`src/rtl/reg_access_seq_pkg.sv`:
```
// +----------------------------------------------------------------------------+
// | reg_access_seq_pkg : shared widths, timeout default and sequencer states   |
// | Revision: 1.0                                                              |
// +----------------------------------------------------------------------------+
`default_nettype none

package reg_access_seq_pkg;

    localparam int DEF_WORD_WIDTH   = 16;
    localparam int DEF_NIB_WIDTH    = 4;
    localparam int DEF_EXEC_TIMEOUT = 15;

    typedef enum logic [2:0] {
        RAS_IDLE = 3'd0,
        RAS_RD_A = 3'd1,
        RAS_RD_B = 3'd2,
        RAS_EXEC = 3'd3,
        RAS_WB   = 3'd4,
        RAS_DONE = 3'd5
    } ras_state_e;

endpackage : reg_access_seq_pkg

`default_nettype wire

```
`src/rtl/reg_access_seq.sv`:
```
// +----------------------------------------------------------------------------+
// | reg_access_seq : reads operands, waits for the datapath, writes back       |
// | Revision: 1.0                                                              |
// +----------------------------------------------------------------------------+
`default_nettype none

module reg_access_seq
    import reg_access_seq_pkg::*;
#(
    parameter int WORD_WIDTH   = DEF_WORD_WIDTH,
    parameter int NIB_WIDTH    = DEF_NIB_WIDTH,
    parameter int EXEC_TIMEOUT = DEF_EXEC_TIMEOUT
) (
    input  logic                  clk,
    input  logic                  do_reset_n,
    input  logic                  start,
    input  logic                  rd_a_en,
    input  logic [NIB_WIDTH-1:0]  rd_a_num,
    input  logic                  rd_b_en,
    input  logic [NIB_WIDTH-1:0]  rd_b_num,
    input  logic                  wr_en,
    input  logic [NIB_WIDTH-1:0]  wr_num,
    input  logic                  result_valid,
    input  logic [WORD_WIDTH-1:0] result,
    input  logic [WORD_WIDTH-1:0] regout,
    output logic [NIB_WIDTH-1:0]  regnum,
    output logic [WORD_WIDTH-1:0] regval,
    output logic                  regset,
    output logic [WORD_WIDTH-1:0] opa,
    output logic [WORD_WIDTH-1:0] opb,
    output logic                  ops_valid,
    output logic                  busy,
    output logic                  done,
    output logic                  timeout
);

    localparam logic [NIB_WIDTH-1:0] c_tmo_last = NIB_WIDTH'(EXEC_TIMEOUT - 1);

    ras_state_e            state_q, state_d;
    logic                  b_en_q, b_en_d;
    logic                  wr_en_q, wr_en_d;
    logic [NIB_WIDTH-1:0]  a_num_q, a_num_d;
    logic [NIB_WIDTH-1:0]  b_num_q, b_num_d;
    logic [NIB_WIDTH-1:0]  wr_num_q, wr_num_d;
    logic [WORD_WIDTH-1:0] opa_q, opa_d;
    logic [WORD_WIDTH-1:0] opb_q, opb_d;
    logic [WORD_WIDTH-1:0] res_q, res_d;
    logic [NIB_WIDTH-1:0]  cnt_q, cnt_d;
    logic                  timeout_q, timeout_d;

    always_ff @(posedge clk or negedge do_reset_n) begin
        if (!do_reset_n) begin
            state_q   <= RAS_IDLE;
            b_en_q    <= 1'b0;
            wr_en_q   <= 1'b0;
            a_num_q   <= '0;
            b_num_q   <= '0;
            wr_num_q  <= '0;
            opa_q     <= '0;
            opb_q     <= '0;
            res_q     <= '0;
            cnt_q     <= '0;
            timeout_q <= 1'b0;
        end else begin
            state_q   <= state_d;
            b_en_q    <= b_en_d;
            wr_en_q   <= wr_en_d;
            a_num_q   <= a_num_d;
            b_num_q   <= b_num_d;
            wr_num_q  <= wr_num_d;
            opa_q     <= opa_d;
            opb_q     <= opb_d;
            res_q     <= res_d;
            cnt_q     <= cnt_d;
            timeout_q <= timeout_d;
        end
    end

    // Strobes and the stack address depend only on state and latched fields.
    always_comb begin
        state_d   = state_q;
        b_en_d    = b_en_q;
        wr_en_d   = wr_en_q;
        a_num_d   = a_num_q;
        b_num_d   = b_num_q;
        wr_num_d  = wr_num_q;
        opa_d     = opa_q;
        opb_d     = opb_q;
        res_d     = res_q;
        cnt_d     = cnt_q;
        timeout_d = timeout_q;
        regnum    = '0;
        regval    = '0;
        regset    = 1'b0;
        ops_valid = 1'b0;
        done      = 1'b0;

        case (state_q)
            RAS_IDLE: begin
                if (start) begin
                    b_en_d    = rd_b_en;
                    wr_en_d   = wr_en;
                    a_num_d   = rd_a_num;
                    b_num_d   = rd_b_num;
                    wr_num_d  = wr_num;
                    opa_d     = '0;
                    opb_d     = '0;
                    cnt_d     = '0;
                    timeout_d = 1'b0;
                    if (rd_a_en)      state_d = RAS_RD_A;
                    else if (rd_b_en) state_d = RAS_RD_B;
                    else              state_d = RAS_EXEC;
                end
            end
            RAS_RD_A: begin
                regnum  = a_num_q;
                opa_d   = regout;
                state_d = b_en_q ? RAS_RD_B : RAS_EXEC;
            end
            RAS_RD_B: begin
                regnum  = b_num_q;
                opb_d   = regout;
                state_d = RAS_EXEC;
            end
            RAS_EXEC: begin
                ops_valid = 1'b1;
                cnt_d     = cnt_q + 1'b1;
                // A result on the final counted cycle still wins over the timeout.
                if (result_valid) begin
                    res_d   = result;
                    state_d = wr_en_q ? RAS_WB : RAS_DONE;
                end else if (cnt_q == c_tmo_last) begin
                    timeout_d = 1'b1;
                    state_d   = RAS_DONE;
                end
            end
            RAS_WB: begin
                regnum  = wr_num_q;
                regval  = res_q;
                regset  = 1'b1;
                state_d = RAS_DONE;
            end
            RAS_DONE: begin
                done    = 1'b1;
                state_d = RAS_IDLE;
            end
            default: state_d = RAS_IDLE;
        endcase
    end

    assign busy    = (state_q != RAS_IDLE);
    assign opa     = opa_q;
    assign opb     = opb_q;
    assign timeout = timeout_q;

endmodule : reg_access_seq

`default_nettype wire

```
`config.mk`:
```
export PLATFORM = sky130hd
export DESIGN_NAME = reg_access_seq
export DESIGN_NICKNAME = d
export VERILOG_FILES = /design/src/rtl/reg_access_seq_pkg.sv /design/src/rtl/reg_access_seq.sv
export SDC_FILE = /design/constraint.sdc
export NUM_CORES = 1
export LEC_CHECK = 0
export CORE_ASPECT_RATIO = 2
export CORE_MARGIN = 2
export CORE_UTILIZATION = 40
export DETAILED_ROUTE_END_ITERATION = 7
export PLACE_DENSITY_LB_ADDON = 0.25
export SYNTH_ARGS = -nofsm -noshare
export SYNTH_HDL_FRONTEND = slang
export SYNTH_SLANG_ARGS = --single-unit
```
`constraint.sdc`:
```
create_clock -name clk -period 1.9 [get_ports clk]
set_input_delay 0.19 -clock clk [delete_from_list [all_inputs] [get_ports clk]]
set_output_delay 0.19 -clock clk [all_outputs]
set_load 0.005 [all_outputs]
```
Word level (Yosys, flattened, before mapping):

Cells that the tools add are included.

* input bits: 51
* register bits after elaboration: 70
* output and inout bits: 57
* word-level logic and storage cells: 56

* equality and inequality tests: 10
* mux-type cells: 22
* reductions and logical operators: 12
* add/sub/neg operators: 1

Operators with widths (count)
* one-hot mux 16 bit (2 select lines): 2
* two-way mux 16 bit: 2
* one-hot mux 3 bit (5 select lines): 1
* one-hot mux 4 bit (3 select lines): 1
* AND reduction 2 bit: 6
* two-way mux 1 bit: 9
* two-way mux 3 bit: 3
* one-hot mux 4 bit (2 select lines): 1
* equality test 3 x 2 -> 1 bit, second input constant: 2
* equality test 3 bit, second input constant: 2
* != test 2 bit, second input constant: 3
* nonzero test 2 bit: 3
* adder 4 x 1 -> 4 bit, second input constant: 1
* equality test 4 bit, second input constant: 1
* two-way mux 4 bit: 1
* AND reduction 4 bit: 1
* equality test 3 x 1 -> 1 bit, second input constant: 1
* zero test 3 bit: 1
* != test 3 bit, second input constant: 1
* nonzero test 3 bit: 1
* two-way mux 2 bit: 1
* one-hot mux 1 bit (2 select lines): 1

Longest topological paths before layout:

Gate-level depths: netlist (run 1).

* word-level depth: 4
* gate-level depth with buffers: 6
* mapped depth without buffers: 5

Worst setup path before layout (run 1):

No wires, ideal clock.

* path type: register to register
* start: register state_q[2]
* end: register b_en_q
* data arrival time: 1.388 ns
* stages on the path, launching flop included: 7
* clock period less this slack: 1.504 ns
* path slack: 0.396 ns
* library setup time: 0.117 ns
* buffers on the path: 3
* required time: 1.783 ns
* path through: dfrtp_1 > buf_4 > or4b_1 > buf_2 > buf_6 > nand2_1 > nand2_1

* word-level cells in the longest chain between the ends: 2

Ends and longest elaborated chain
* from (decl): line reg_access_seq.sv:39 `ras_state_e state_q, state_d;`
* from (signal assigned): line reg_access_seq.sv:65 `state_q <= state_d;`
* zero test 3 bit: line reg_access_seq.sv:98 `case (state_q)`
* AND reduction 2 bit (no source line)
* to (signal assigned): line reg_access_seq.sv:66 `b_en_q <= b_en_d;`
* to (decl): line reg_access_seq.sv:40 `logic b_en_q, b_en_d;`

No other way between the ends.
A chain may end at the register's enable or synchronous reset.

Worst setup path in the final report (run 1):

* start: register state_q[0]
* end: output regval[15]

* word-level cells in the longest chain between the ends: 2

Ends and longest elaborated chain
* equality test 3 bit: line reg_access_seq.sv:98
* two-way mux 16 bit: line reg_access_seq.sv:98
* to (decl): line reg_access_seq.sv:27 `output logic [WORD_WIDTH-1:0] regval,`

No other way between the ends.

==> run metrics, run 1 <==
outcome finished, final reports clean; Crit path buffers/inverters 5; list of most frequent post-synthesis cells 70 x dfrtp_1, 48 x nand2_1, 32 x a22o_1; hold slack 0.324 ns; syn_nets 300; CP max-delay cell dfrtp_2; critical path type reg2out; I/O Buffers approximately 110; unrepaired setup endpoints after global routing yes; Synth Instances 247; final setup fails 0; fin util 0.636; Worst setup SP type flop; syn_area_per_cell 11.9 µm²; gpl congestion 0.771; CTS tree done; cell family with most CP delay buffers and inverters; Seq cells post-synth 70; Reg power frac 0.353; sequential area share after synthesis 0.594; crit path time final 1.87 ns; Cell Area, Synth roughly 3000 µm²; TritonCTS Buffers 9; clk sink count 70; Gate power share 0.395; Met3 Wirelength 314 µm; Slew HR 0.513; Tot Pwr 0.00751 W; Detailed Routing Iterations Pass 1 4; I/O Pins 108; routed wl met2 about 4.4 mm; Initial Utilization 0.409; vias in the first global route 2440; global-route wire length before repair roughly 13 mm; endpoints failing hold 0; Worst Path Max Fanout 6; Final Max Slew Viols 0; via/cell ratio approximately 5.1; Die W between 60 and 70 µm; Sw Pwr 0.00230 W; top-count cell post-synth dfrtp_1; total grt overflow 0; Area Overhead vs Synth 55.6%; Leak roughly 2.2 nW; Max Freq 534 MHz; CP Capture Type output port; clock slew at reported path FFs 0.06 ns; pwr/cell area between 1500 and 2000 nW/µm²; top routing layer in use met4; worst skew pair latency 0.33 ns; ys async rst share 1.00; share of cells above drive strength 1 0.229; H-tree level count 3; Total GRT Usage 0.204; Period Utilization, post-route 0.986; die area 8120 µm²; Req. time, crit path between 1.5 and 2 ns; worst slew pin tran 0.730 ns; Worst Hold Class in2async; largest cells by area after synthesis dfrtp_1 59%, a22o_1 9.5%, mux2_2 6.1%; clk buf depth 2; DR DRC count 0; initial antenna violation count 0; Max VDD drop 1.13 mV; Crit path top cell by count buf_6; WP data arrival approximately 1.7 ns; Max Cap Viol 0; Final Skew 0.00430 ns; ys flop type dfrtp_1; Fillers 616; Int Power 0.00520 W; n_diodes 0; worst-path cell chain nor3b_4 > buf_6 > buf_12 > buf_6 > buf_6 > and2_4 > clkbuf_2; Synth cell types 36; initial drt markers 201; switching share of total power 0.307; Final WS setup 0.0268 ns; setup slack at placement 0.0495 ns; Routed Antenna Nets 0; Synth area leader dfrtp_1; Clock Power Share 0.252; crit-path max cell delay 0.45 ns; DR vias 2416; die height ~130 µm; row count 44; final wirelength 7.99 mm; CTS root buf clkbuf_16; DP Wirelength 5.38 mm; pin count of the biggest net entering global routing between 50 and 60; final layout net count 432; M1 wire length 3.04 mm; core area between 7000 and 8000 µm²; Avg WL per Cell approximately 17 µm; EDFF count, synth 0; Yosys top cell area share 0.594; YS warnings 0
## metrics by stage
stage	instance area (µm²)	setup TNS, ns	instances
after floorplan	2950	0	247
after global placement	4170	0	446
after detailed placement	4170	0	446
after CTS	4520	-0.884	465
after global routing	4590	-0.159	476
final	4590	0	476
## layout make-up
| class | count | area [µm²] | area share |
|---|---|---|---|
| flip-flops and latches | 70 | 1750 | 0.382 |
| repair buffers | 137 | 1260 | 0.275 |
| multi-input cells | 156 | 1100 | 0.240 |
| clock buffers | 9 | 225 | 0.0491 |
| well taps | 92 | 115 | 0.0251 |
| clock inverters | 7 | 113 | 0.0245 |
| inverters | 5 | 18.8 | 0.00409 |
## registers in the layout (all words and copies together) (netlist names)
signal,flops
a_num_q,4
opa,16
res_q,16
state_q,3
timeout,1
b_en_q,1
b_num_q,4
wr_num_q,4
opb,16
wr_en_q,1
cnt_q,4
## routing by layer
| metal | GRT usage | vias to the layer above |
|---|---|---|
| met4 | 0.105 | 0 |
| met3 | 0.0378 | 14 |
| met5 | 0 | - |
| met1 | 0.236 | 1194 |
| met2 | 0.352 | 79 |
| li1 | - | 1129 |
## final timing paths
check	from	endpoint	slack, ns	cells past startpoint
max reg2reg	state_q[1]$_DFFE_PN0P_	cnt_q[3]$_DFFE_PN0P_	0.16	5
min in group clk	wr_en	wr_en_q$_DFFE_PN0P_	0.39	3
min	do_reset_n	opb[5]$_DFFE_PN0P_	0.32	2
max	state_q[0]$_DFFE_PN0P_	regval[15]	0.03	7
max in group asynchronous	do_reset_n	state_q[0]$_DFFE_PN0P_	0.94	3
min reg2reg	b_num_q[2]$_DFFE_PN0P_	b_num_q[2]$_DFFE_PN0P_	0.48	2
## worst reg2reg max path, stage by stage (launching register included)
cell      delay [ns]
dfrtp_1         0.44
buf_4           0.20
or4b_1          0.56
buf_4           0.23
o211ai_1        0.11
o31ai_1         0.09
## power by group through the flow
| stage | sequential (W) | combinational, W | clock (W) |
|---|---|---|---|
| 2_1_floorplan | 0.00253 | 0.00155 | 0 |
| 3_5_place_dp | 0.00264 | 0.00291 | 0 |
| 5_1_grt | 0.00273 | 0.00326 | 0.00200 |
| 6_report | 0.00265 | 0.00297 | 0.00189 |
| 4_1_cts | 0.00264 | 0.00290 | 0.00192 |
| 3_3_place_gp | 0.00263 | 0.00285 | 0 |
## cell usage in the layout (no fill, tap or decap), drive strengths merged, types with 3 or more instances in the layout
master         synthesis  routed
a22o                  32      32
a22oi                  4       4
and2                  16      16
buf                   11      31
bufinv                 0       3
clkbuf                 5      23
clkdlybuf4s50          0      83
clkinv                 0       3
dfrtp                 70      70
dlygate4sd2            0       4
dlymetal6s2s           0       3
inv                    5       5
mux2                  16      16
nand2                 48      48
nand3                  4       4
nor2                   3       3
nor3b                  3       3
o21ai                  7       7
## repair_timing
item | in CTS | in global routing
hold endpoints to repair | 15 | 0
endpoints found under the setup margin | 22 | 14
gates resized for setup | 19 | 45
pin swaps | 0 | 2
gates cloned | 0 | 1
buffers inserted | 2 | 10
hold buffers | 1 | 0
## logic make-up (layout without fill, tap and decap cells)
| logic type | after synthesis | in the layout | share of synthesized area |
|---|---|---|---|
| compound gates | 53 | 53 | 0.143 |
| simple gates | 84 | 84 | 0.152 |
| xor+xnor | 1 | 1 | 0.00297 |
| fa+ha+maj | 2 | 2 | 0.00848 |
| mux | 16 | 16 | 0.0611 |
| buf+inv | 21 | 158 | 0.0386 |
| flops | 70 | 70 | 0.594 |
No activity file was read; power rests on OpenSTA's default activity.
==> inputs of run 2 (changes only) <==
Settings changed: CAP_MARGIN set to 20.
==> results of run 2 <==
The final DEF is identical to that of run 1; final timing and power are the same.
==> inputs of run 3 (changes only) <==
Settings changed: PLACE_DENSITY set to 0.84, PLACE_DENSITY_LB_ADDON 0.25 to not set.
==> run 3 against run 2 <==
  * Sequential cell count did not move
  * Clock power decreased by 16%
  * Worst setup slack improved by 0.055 ns
  * Critical path depth down 4
  * Sequential share of layout area up 1.0 points
  * Routed wire length decreased by 2.2%
  * Highest routed layer unchanged
  * Combinational power shrank 2%
  * Total power is 4.9% lower
  * Global-route usage rose by 0.24 points
  * Clock skew shrank 0.0010 ns
==> run metrics, run 3 (synthesis gave the netlist of run 1 again) <==
Period Utilization, post-route 0.957 (was 0.986); Reg2Reg Capture Point cnt_q[3]$_DFFE_PN0P_ (unchanged); final layout net count 421 (was 432); clk sink count 70 (unchanged); DP Wirelength 5.40 mm (was 5.38 mm); total grt overflow 0 (unchanged); Max VDD drop 0.728 mV (was 1.13 mV); I/O Buffers 107 (unchanged); Final Max Slew Viols 0 (unchanged); vias in the first global route 2507 (was 2440); r2r setup slk 0.23 ns (was 0.16 ns); CP Capture Type output port (unchanged); pwr/cell area 1600 nW/µm² (was 1640 nW/µm²); Detailed Routing Iterations Pass 1 5 (was 4); global-route wire length before repair 12.6 mm (about the same); Clock Power Share 0.222 (was 0.252); WP data arrival 1.63 ns (was 1.68 ns); Area Overhead vs Synth 51.6% (was 55.6%); clk buf depth 2 (unchanged); worst reg2reg path startpoint state_q[1]$_DFFE_PN0P_ (unchanged); Max Freq 550 MHz (was 534 MHz); Placed Area 4130 µm² (was 4170 µm²); final wirelength 7.82 mm (was 7.99 mm); Gate power share 0.409 (was 0.395); n_diodes 0 (unchanged); post-route non-filler standard cell count 462 (was 476); worst skew pair latency 0.33 ns (about the same); CTS tree done (unchanged); Reg power frac 0.369 (was 0.353); crit path time final 1.82 ns (was 1.87 ns); unrepaired setup endpoints after global routing no (was yes); core area 7210 µm² (unchanged); fin util 0.620 (was 0.636); gpl congestion 0.834 (was 0.771); Worst Path Max Fanout 14 (was 6); Max Cap Viol 0 (unchanged); Int Power 0.00489 W (was 0.00520 W); final setup fails 0 (unchanged); I/O Pins 108 (unchanged); Sw Pwr 0.00225 W (was 0.00230 W); multi-input logic area 1100 µm² (about the same); die height 125 µm (unchanged); DR DRC count 0 (unchanged); Avg WL per Cell 16.9 µm (was 16.8 µm); row count 44 (unchanged); DR vias 2404 (was 2416); Routed Antenna Nets 0 (unchanged); via/cell ratio 5.20 (was 5.08); endpoints failing hold 0 (unchanged); initial drt markers 95 (was 201); clock slew at reported path FFs 0.05 ns (was 0.06 ns); Worst setup SP type flop (unchanged); Reg area 1750 µm² (about the same); Initial Utilization 0.409 (unchanged); Final Skew 0.00326 ns (was 0.00430 ns); initial antenna violation count 0 (unchanged); outcome finished, final reports clean (unchanged); die area 8120 µm² (unchanged); Worst Hold Class in2async (unchanged); Tot Pwr 0.00714 W (was 0.00751 W); most common cell after layout, fill and taps aside clkdlybuf4s50_1 (unchanged); pin count of the biggest net entering global routing 55 (was 56); R2R depth 5 (unchanged); worst slew pin tran 0.720 ns (was 0.730 ns); Finished Cell Area 4470 µm² (was 4590 µm²); setup_tns 0 ns (unchanged); share of cells above drive strength 1 0.184 (was 0.229); switching share of total power 0.315 (was 0.307); Fillers 594 (was 616); CTS root buf clkbuf_16 (unchanged); Leak 2.12 nW (was 2.21 nW); Die W 64.7 µm (unchanged); H-tree level count 3 (unchanged); critical path type reg2out (unchanged); most frequent cells in the layout 83 x clkdlybuf4s50_1, 68 x dfrtp_1, 47 x nand2_1 (was 83 x clkdlybuf4s50_1, 69 x dfrtp_1, 48 x nand2_1); Slew HR 0.519 (was 0.513); TritonCTS Buffers 9 (unchanged); dpl cells 440 (was 446); Total GRT Usage 0.207 (was 0.204); Req. time, crit path 1.71 ns (about the same)
==> run 3: timing repair <==
action / CTS / global route
setup buffers: 6 / 1
hold buffers: 1 / 0
hold endpoints to repair: 16 / 0
cloned: 1 / 0
setup endpoints to repair: 23 / 10
resized for setup: 40 / 18
==> run 3: area by class of cell <==
type                            instances  area share
Multi-Input combinational cell        156       0.247
Sequential cell                        70       0.392
Clock inverter                          2     0.00784
Tap cell                               92      0.0257
Timing Repair Buffer                  126       0.269
Clock buffer                           11      0.0543
Inverter                                5     0.00420
==> run 3: power by group through the flow <==
stage / clock (W) / combinational [W] / sequential, W
2_1_floorplan: 0 / 0.00155 / 0.00253
3_3_place_gp: 0 / 0.00279 / 0.00259
3_5_place_dp: 0 / 0.00288 / 0.00262
4_1_cts: 0.00162 / 0.00292 / 0.00263
5_1_grt: 0.00170 / 0.00317 / 0.00270
6_report: 0.00159 / 0.00292 / 0.00263
==> run 3: worst max-delay path, cell delays in order (launching register included) <==
cell and delay (ns):
dfrtp_2 0.44, buf_6 0.17, and3b_1 0.20, clkdlybuf4s50_1 0.49
==> run 3: worst max-delay path by stage <==
stage | from | endpoint | slack, ns
finish | state_q[1]$_DFFE_PN0P_ | done | 0.08
global route | state_q[1]$_DFFE_PN0P_ | regnum[2] | 0.007
CTS | state_q[1]$_DFFE_PN0P_ | regnum[2] | -0.07
detailed placement | result_valid | res_q[12]$_DFFE_PN0P_ | 0.1
global placement | result_valid | res_q[13]$_DFFE_PN0P_ | 0.13
floorplan | state_q[2]$_DFFE_PN0P_ | b_en_q$_DFFE_PN0P_ | 0.40
==> run 3: metrics by stage <==
stage | hold WS (ns) | worst slack, ns
global route | 0.362 | 0.00727
CTS | 0.337 | -0.0674
finish | 0.327 | 0.0822
global placement | 0.131 | 0.130
floorplan | -0.106 | 0.396
detailed placement | 0.136 | 0.0965
==> run 3: layer usage <==
metal	wire, µm	vias to the layer above	GRT usage
met5	0	-	0
met4	403	0	0.136
met3	342	26	0.0423
met2	4130	87	0.334
met1	2950	1185	0.243
li1	-	1106	-
